$ cat src/rtl/ps2_key_tx_if.sv
// Key-event handshake bundle between the controller core and the PS/2 transmitter.
// The core drives the event fields; the transmitter reports ready/busy/done.
interface ps2_key_tx_if;
    logic       key_valid;
    logic       key_ready;
    logic [7:0] key_code;
    logic       key_ext;
    logic       key_release;
    logic       busy;
    logic       done;

    modport master (
        output key_valid, key_code, key_ext, key_release,
        input  key_ready, busy, done
    );

    modport slave (
        input  key_valid, key_code, key_ext, key_release,
        output key_ready, busy, done
    );
endinterface

$ cat src/rtl/ps2_key_tx.sv
// PS/2 device-to-host transmitter: expands one key event into its Set-2 byte
// sequence and clocks each byte out as an 11-bit frame, yielding to host inhibit.
module ps2_key_tx #(
    parameter int HALF_DIV = 400,
    parameter int GAP_DIV  = 800
) (
    input  logic           clk,
    input  logic           rst,
    ps2_key_tx_if.slave    key_if,
    input  logic           ps2_clk_in,
    output logic           ps2_clk_oe,
    output logic           ps2_data_oe
);
    localparam int CNT_MAX = (GAP_DIV > HALF_DIV) ? GAP_DIV : HALF_DIV;
    localparam int CW      = $clog2(CNT_MAX + 1);
    localparam logic [CW-1:0] HALF_LAST = CW'(HALF_DIV - 1);
    localparam logic [CW-1:0] GAP_LAST  = CW'(GAP_DIV - 1);
    localparam logic [CW-1:0] INH_FIRST = CW'(3);

    typedef enum logic [2:0] {
        ST_IDLE, ST_WAIT_IDLE, ST_BIT_HI, ST_BIT_LO, ST_GAP
    } state_e;

    state_e          state_q, state_d;
    logic [CW-1:0]   cnt_q, cnt_d;
    logic [3:0]      idx_q, idx_d;
    logic [1:0]      sel_q, sel_d;
    logic [1:0]      last_q, last_d;
    logic [2:0][7:0] seq_q, seq_d;
    logic [2:0][7:0] seq_ld_s;
    logic [1:0]      last_ld_s;
    logic            sync1_q, clk_s_q;
    logic            clk_oe_q, clk_oe_d;
    logic            data_oe_q, data_oe_d;
    logic            done_q, done_d;

    function automatic logic odd_parity(input logic [7:0] b);
        return ~^b;
    endfunction

    function automatic logic frame_bit(input logic [7:0] b, input logic [3:0] idx);
        logic v;
        case (idx)
            4'd0:                                    v = 1'b0;
            4'd1, 4'd2, 4'd3, 4'd4,
            4'd5, 4'd6, 4'd7, 4'd8:                  v = b[3'(idx - 4'd1)];
            4'd9:                                    v = odd_parity(b);
            default:                                 v = 1'b1;
        endcase
        return v;
    endfunction

    // Byte sequence for the offered event: [E0] [F0] code, element 0 sent first.
    always_comb begin
        seq_ld_s  = {24{1'b0}};
        last_ld_s = 2'd0;
        case ({key_if.key_ext, key_if.key_release})
            2'b11: begin
                seq_ld_s  = {key_if.key_code, 8'hF0, 8'hE0};
                last_ld_s = 2'd2;
            end
            2'b10: begin
                seq_ld_s  = {8'h00, key_if.key_code, 8'hE0};
                last_ld_s = 2'd1;
            end
            2'b01: begin
                seq_ld_s  = {8'h00, key_if.key_code, 8'hF0};
                last_ld_s = 2'd1;
            end
            default: begin
                seq_ld_s  = {16'h0000, key_if.key_code};
                last_ld_s = 2'd0;
            end
        endcase
    end

    // Next-state logic; line drives are derived from the next state so they register with it.
    always_comb begin
        state_d = state_q;
        cnt_d   = cnt_q;
        idx_d   = idx_q;
        sel_d   = sel_q;
        last_d  = last_q;
        seq_d   = seq_q;
        done_d  = 1'b0;
        case (state_q)
            ST_IDLE: begin
                if (key_if.key_valid) begin
                    state_d = ST_WAIT_IDLE;
                    cnt_d   = {CW{1'b0}};
                    sel_d   = 2'd0;
                    seq_d   = seq_ld_s;
                    last_d  = last_ld_s;
                end else begin
                    state_d = ST_IDLE;
                end
            end
            ST_WAIT_IDLE: begin
                if (!clk_s_q) begin
                    cnt_d = {CW{1'b0}};
                end else if (cnt_q == HALF_LAST) begin
                    state_d = ST_BIT_HI;
                    cnt_d   = {CW{1'b0}};
                    idx_d   = 4'd0;
                end else begin
                    cnt_d = cnt_q + 1'b1;
                end
            end
            ST_BIT_HI: begin
                // Early cycles of the half still see our own low phase through the synchroniser.
                if ((idx_q != 4'd10) && (cnt_q >= INH_FIRST) && !clk_s_q) begin
                    state_d = ST_WAIT_IDLE;
                    cnt_d   = {CW{1'b0}};
                end else if (cnt_q == HALF_LAST) begin
                    state_d = ST_BIT_LO;
                    cnt_d   = {CW{1'b0}};
                end else begin
                    cnt_d = cnt_q + 1'b1;
                end
            end
            ST_BIT_LO: begin
                if (cnt_q == HALF_LAST) begin
                    cnt_d = {CW{1'b0}};
                    if (idx_q == 4'd10) begin
                        state_d = ST_GAP;
                    end else begin
                        state_d = ST_BIT_HI;
                        idx_d   = idx_q + 4'd1;
                    end
                end else begin
                    cnt_d = cnt_q + 1'b1;
                end
            end
            ST_GAP: begin
                if (cnt_q == GAP_LAST) begin
                    cnt_d = {CW{1'b0}};
                    if (sel_q == last_q) begin
                        state_d = ST_IDLE;
                        done_d  = 1'b1;
                    end else begin
                        state_d = ST_WAIT_IDLE;
                        sel_d   = sel_q + 2'd1;
                    end
                end else begin
                    cnt_d = cnt_q + 1'b1;
                end
            end
            default: begin
                state_d = ST_IDLE;
            end
        endcase

        clk_oe_d = (state_d == ST_BIT_LO);
        if ((state_d == ST_BIT_HI) || (state_d == ST_BIT_LO)) begin
            data_oe_d = ~frame_bit(seq_q[sel_d], idx_d);
        end else begin
            data_oe_d = 1'b0;
        end
    end

    // State, synchroniser and registered line drives.
    always_ff @(posedge clk or posedge rst) begin
        if (rst) begin
            state_q   <= ST_IDLE;
            cnt_q     <= {CW{1'b0}};
            idx_q     <= 4'd0;
            sel_q     <= 2'd0;
            last_q    <= 2'd0;
            seq_q     <= {24{1'b0}};
            sync1_q   <= 1'b1;
            clk_s_q   <= 1'b1;
            clk_oe_q  <= 1'b0;
            data_oe_q <= 1'b0;
            done_q    <= 1'b0;
        end else begin
            state_q   <= state_d;
            cnt_q     <= cnt_d;
            idx_q     <= idx_d;
            sel_q     <= sel_d;
            last_q    <= last_d;
            seq_q     <= seq_d;
            sync1_q   <= ps2_clk_in;
            clk_s_q   <= sync1_q;
            clk_oe_q  <= clk_oe_d;
            data_oe_q <= data_oe_d;
            done_q    <= done_d;
        end
    end

    assign key_if.key_ready = (state_q == ST_IDLE);
    assign key_if.busy      = (state_q != ST_IDLE);
    assign key_if.done      = done_q;
    assign ps2_clk_oe       = clk_oe_q;
    assign ps2_data_oe      = data_oe_q;
endmodule

$ cat src/flat_wrapper.sv
// flat-port wrapper written by rule: the top's interface ports become plain ports
module ps2_key_tx_flat 
#(
    parameter int HALF_DIV = 400,
    parameter int GAP_DIV  = 800
)
  (clk, rst, ps2_clk_in, ps2_clk_oe, ps2_data_oe, key_if_key_valid, key_if_key_code, key_if_key_ext, key_if_key_release, key_if_key_ready, key_if_busy, key_if_done);
  ps2_key_tx_if key_if_i ();
  input  logic clk;
  input  logic rst;
  input  logic ps2_clk_in;
  output logic ps2_clk_oe;
  output logic ps2_data_oe;
  input wire logic [$bits(key_if_i.key_valid)-1:0] key_if_key_valid;
  input wire logic [$bits(key_if_i.key_code)-1:0] key_if_key_code;
  input wire logic [$bits(key_if_i.key_ext)-1:0] key_if_key_ext;
  input wire logic [$bits(key_if_i.key_release)-1:0] key_if_key_release;
  output wire logic [$bits(key_if_i.key_ready)-1:0] key_if_key_ready;
  output wire logic [$bits(key_if_i.busy)-1:0] key_if_busy;
  output wire logic [$bits(key_if_i.done)-1:0] key_if_done;
  assign key_if_i.key_valid = key_if_key_valid;
  assign key_if_i.key_code = key_if_key_code;
  assign key_if_i.key_ext = key_if_key_ext;
  assign key_if_i.key_release = key_if_key_release;
  assign key_if_key_ready = key_if_i.key_ready;
  assign key_if_busy = key_if_i.busy;
  assign key_if_done = key_if_i.done;
  ps2_key_tx #(.HALF_DIV(HALF_DIV), .GAP_DIV(GAP_DIV)) u_core (.clk(clk), .rst(rst), .key_if(key_if_i), .ps2_clk_in(ps2_clk_in), .ps2_clk_oe(ps2_clk_oe), .ps2_data_oe(ps2_data_oe));
endmodule
$ cat config.mk
export PLATFORM = sky130hd
export DESIGN_NAME = ps2_key_tx_flat
export DESIGN_NICKNAME = d
export VERILOG_FILES = /design/src/rtl/ps2_key_tx_if.sv /design/src/rtl/ps2_key_tx.sv /design/src/flat_wrapper.sv
export SDC_FILE = /design/constraint.sdc
export NUM_CORES = 1
export LEC_CHECK = 0
export BUFFER_PORTS_ARGS = -buffer_cell sky130_fd_sc_hd__buf_2
export CORE_ASPECT_RATIO = 1.25
export CORE_MARGIN = 5
export CORE_UTILIZATION = 54
export CTS_CLUSTER_DIAMETER = 60
export DETAILED_ROUTE_END_ITERATION = 10
export HOLD_SLACK_MARGIN = 0.03
export PLACE_DENSITY_LB_ADDON = 0.2
export SLEW_MARGIN = 30
export SYNTH_ARGS = -nofsm -noshare
export SYNTH_HDL_FRONTEND = slang
export SYNTH_SLANG_ARGS = --single-unit
$ cat constraint.sdc
create_clock -name clk -period 4 [get_ports clk]
set_input_delay 0.6 -clock clk [delete_from_list [all_inputs] [get_ports clk]]
set_output_delay 0.6 -clock clk [all_outputs]
set_load 0.01 [all_outputs]
==> flow_summary.json <==
{
  "max_cap_violations": 0,
  "die_h_um": 92.2,
  "regArea_sq_um": 1250,
  "drt_pass1_iterations": 4,
  "clk_pin_slew_ns": 0.09,
  "ir_drop_uv": 235,
  "place.port_buffers": 18,
  "core-area_sq_um": 5330,
  "gp_congestion": 0.807,
  "combPwrFrac_pct": 7.1,
  "min_period_ns": 3.37,
  "vias": 2176,
  "grt_pass1_vias": 2082,
  "min_period_over_period_pct": 84.3,
  "power.share.clock_pct": 33.1,
  "ctsResizeCount": 0,
  "wire_per_inst_um": 14.7,
  "cp.required_ns": 4.21,
  "ys.flop_type": "dfrtp_1",
  "worst_pin_slew_ns": 0.949,
  "cts.sinks": 50,
  "numCtsBuffers": 5,
  "async_flop_share_pct": 100,
  "whs_path_depth": 0,
  "synth_nets": 323,
  "hold_start": "u_core.sync1_q$_DFF_PP1_",
  "fill_cells": 480,
  "num_rows": 30,
  "synth_area_sq_um": 2920,
  "critPathArrivalTime_ns": 3.59,
  "relSlewSlack_pct": 36.7,
  "dp_worst_setup_slack_ns": 0.658,
  "cp-start-kind": "flop",
  "cts_max_path_buffers": 2,
  "synthCells": 296,
  "synth-edff-count": 0,
  "cp-startpoint": "u_core.cnt_q[5]$_DFFE_PP0P_",
  "hold_viol": 0,
  "die_area_sq_um": 6980,
  "end_kind": "flop",
  "post_cts.repair.setup_buffers": 0,
  "rsz0062_at_grt": "no",
  "drive_gt1_share_pct": 13.9,
  "diodes": 0,
  "track_usage_pct": 17.3,
  "critPathKind": "reg -> reg",
  "hp-class": "reg -> reg",
  "nets": 336,
  "yosys_warnings": 0,
  "final.setup.tns_ns": 0,
  "fin_ws_ns": 0.627,
  "switching_share_pct": 24.2,
  "fmax_mhz": 296,
  "via_per_inst": 5.82,
  "status": "completed",
  "r2r_cells": 11,
  "p_leak_nw": 1.52,
  "final_cell_mix": "dfrtp_1 (48), nand2_1 (38), o21ai_0 (23), mux2i_1 (19), buf_2 (18)",
  "r2r-start": "u_core.cnt_q[5]$_DFFE_PP0P_",
  "cp_max_fo": 8,
  "syn2layout_area_growth_pct": 7.04,
  "multi_input_area_sq_um": 1530,
  "clockRootBuffer": "clkbuf_8",
  "drc": 0,
  "slew_viol_final": 0,
  "yosysUniqueCellTypes": 49,
  "grt-ovfl-total": 0,
  "drtIter0Drc": 105,
  "syn_avg_cell_area_sq_um": 9.85,
  "p_int_w": 0.000670,
  "power.density_nw_per_um2": 283,
  "cts_tree": "yes",
  "seq_area_frac_synth_pct": 43.0,
  "pin_count": 19,
  "dieWidth_um": 75.7,
  "p_seq_share_pct": 59.9,
  "ant_nets": 0,
  "routed_wl_um": 5510,
  "antenna_found_initial": 0,
  "initial_core_util_pct": 54.7,
  "p_switching_w": 0.000214,
  "grt_max_degree": 51,
  "setup_viol": 0,
  "final_common_cell": "dfrtp_1",
  "clock_latency_ns": 0.30,
  "grt_pass1_wl_um": 9670,
  "htreeDepth": 2,
  "ctsHoldBuffers": 0,
  "hpwl_um": 4050,
  "finClkSkew_ns": 0.00862,
  "ys_ff_latch": 50
}
cells by family (layout without fill, tap and decap cells):
group | Yosys count | in the layout | synth area share, %
AO/OA/AOI/OAI | 69 | 69 | 16.2
buffers and inverters | 28 | 42 | 4.51
XOR/XNOR | 10 | 10 | 3.00
adder cells (fa/ha/maj) | 13 | 13 | 5.58
multiplexers | 24 | 24 | 9.36
flip-flops | 50 | 50 | 43.0
AND/OR/NAND/NOR | 102 | 102 | 18.4
Yosys cell counts, types with 2 or more instances:
master | count | area, sq um
dfrtp_1 | 48 | 1200
ha_1 | 13 | 163
buf_6 | 2 | 22.5
nor3_1 | 7 | 35.0
inv_1 | 12 | 45.0
mux2i_1 | 19 | 190
nor2_1 | 10 | 37.5
or3_1 | 3 | 18.8
a31oi_1 | 3 | 18.8
nor2b_1 | 7 | 43.8
nand2_1 | 38 | 143
buf_4 | 2 | 15.0
o22ai_1 | 2 | 12.5
a21oi_1 | 8 | 40.0
nand3_1 | 9 | 45.0
nor3b_1 | 4 | 30.0
a21o_1 | 5 | 37.5
clkbuf_1 | 10 | 37.5
o22a_1 | 2 | 17.5
a22o_1 | 13 | 114
o21ai_0 | 23 | 115
a221o_1 | 4 | 40.0
nand2b_1 | 4 | 25.0
and2_1 | 2 | 12.5
mux4_2 | 2 | 45.0
nor4_1 | 4 | 25.0
mux2_2 | 2 | 22.5
o31ai_1 | 3 | 22.5
and3_1 | 4 | 25.0
xnor2_1 | 10 | 87.6
nand4_1 | 2 | 12.5
dfstp_2 | 2 | 52.6
worst paths after layout:
check	slack, ns	to
setup / recovery	0.63	u_core.ps2_data_oe$_DFF_PP0_
hold / removal	0.36	u_core.clk_s_q$_DFF_PP1_
min in group asynchronous	0.37	u_core.cnt_q[3]$_DFFE_PP0P_
hold reg to reg	0.36	u_core.clk_s_q$_DFF_PP1_
setup reg to reg	0.63	u_core.ps2_data_oe$_DFF_PP0_
max in group asynchronous	3.21	u_core.idx_q[1]$_DFF_PP0_
metal layers:
metal  vias to the layer above  share of wire [%]  track usage (%)
li1                       1091                  -                -
met5                         -                  0                0
met3                         6                2.6             2.96
met4                         0                1.0             5.10
met1                      1038                 46             23.7
met2                        41                 50             27.6
sequential cells by signal, summed over array words and instances, names as in the netlist, 2 cells and up:
| register | flops |
|---|---|
| u_core.state_q | 3 |
| u_core.idx_q | 4 |
| u_core.seq_q | 24 |
| u_core.last_q | 2 |
| u_core.sel_q | 2 |
| u_core.cnt_q | 10 |
stage by stage:
stage | instances | total power (W) | util (%) | area [sq um] | hold WS, ns
after floorplan | 296 | 0.000581 | - | 2920 | 0.345
after global placement | 366 | 0.000601 | 56.8 | 3030 | 0.346
after detailed placement | 366 | 0.000603 | 56.9 | 3030 | 0.348
after CTS | 374 | 0.000899 | 58.5 | 3120 | 0.362
after global routing | 374 | 0.000928 | 58.5 | 3120 | 0.368
final | 374 | 0.000884 | 58.5 | 3120 | 0.360
power by group through the flow:
| stage | Combinational (W) | Sequential, W | Clock [W] |
|---|---|---|---|
| final | 0.0000624 | 0.000529 | 0.000292 |
| after global routing | 0.0000726 | 0.000531 | 0.000324 |
| after CTS | 0.0000641 | 0.000529 | 0.000305 |
| after detailed placement | 0.0000638 | 0.000539 | 0 |
| after global placement | 0.0000621 | 0.000539 | 0 |
| after floorplan | 0.0000441 | 0.000537 | 0 |
worst max-delay path: stages (launching register included):
cell and delay, ns:
dfrtp_1 0.46, nor3b_1 0.44, nand4_1 0.32, nor2_1 0.24, o21ai_0 0.17, a32oi_1 0.36
inv_1 0.14, ha_1 0.22, or3_1 0.36, nor2b_1 0.14, o22a_1 0.22, a221oi_2 0.22
layout make-up:
| class | count | area share [%] |
|---|---|---|
| well taps | 64 | 2.57 |
| multi-input cells | 218 | 49.0 |
| clock buffers | 5 | 2.21 |
| clock inverters | 3 | 0.682 |
| flip-flops and latches | 50 | 40.2 |
| repair buffers | 21 | 3.61 |
| inverters | 13 | 1.72 |
Power figures use the tool's default switching activity.
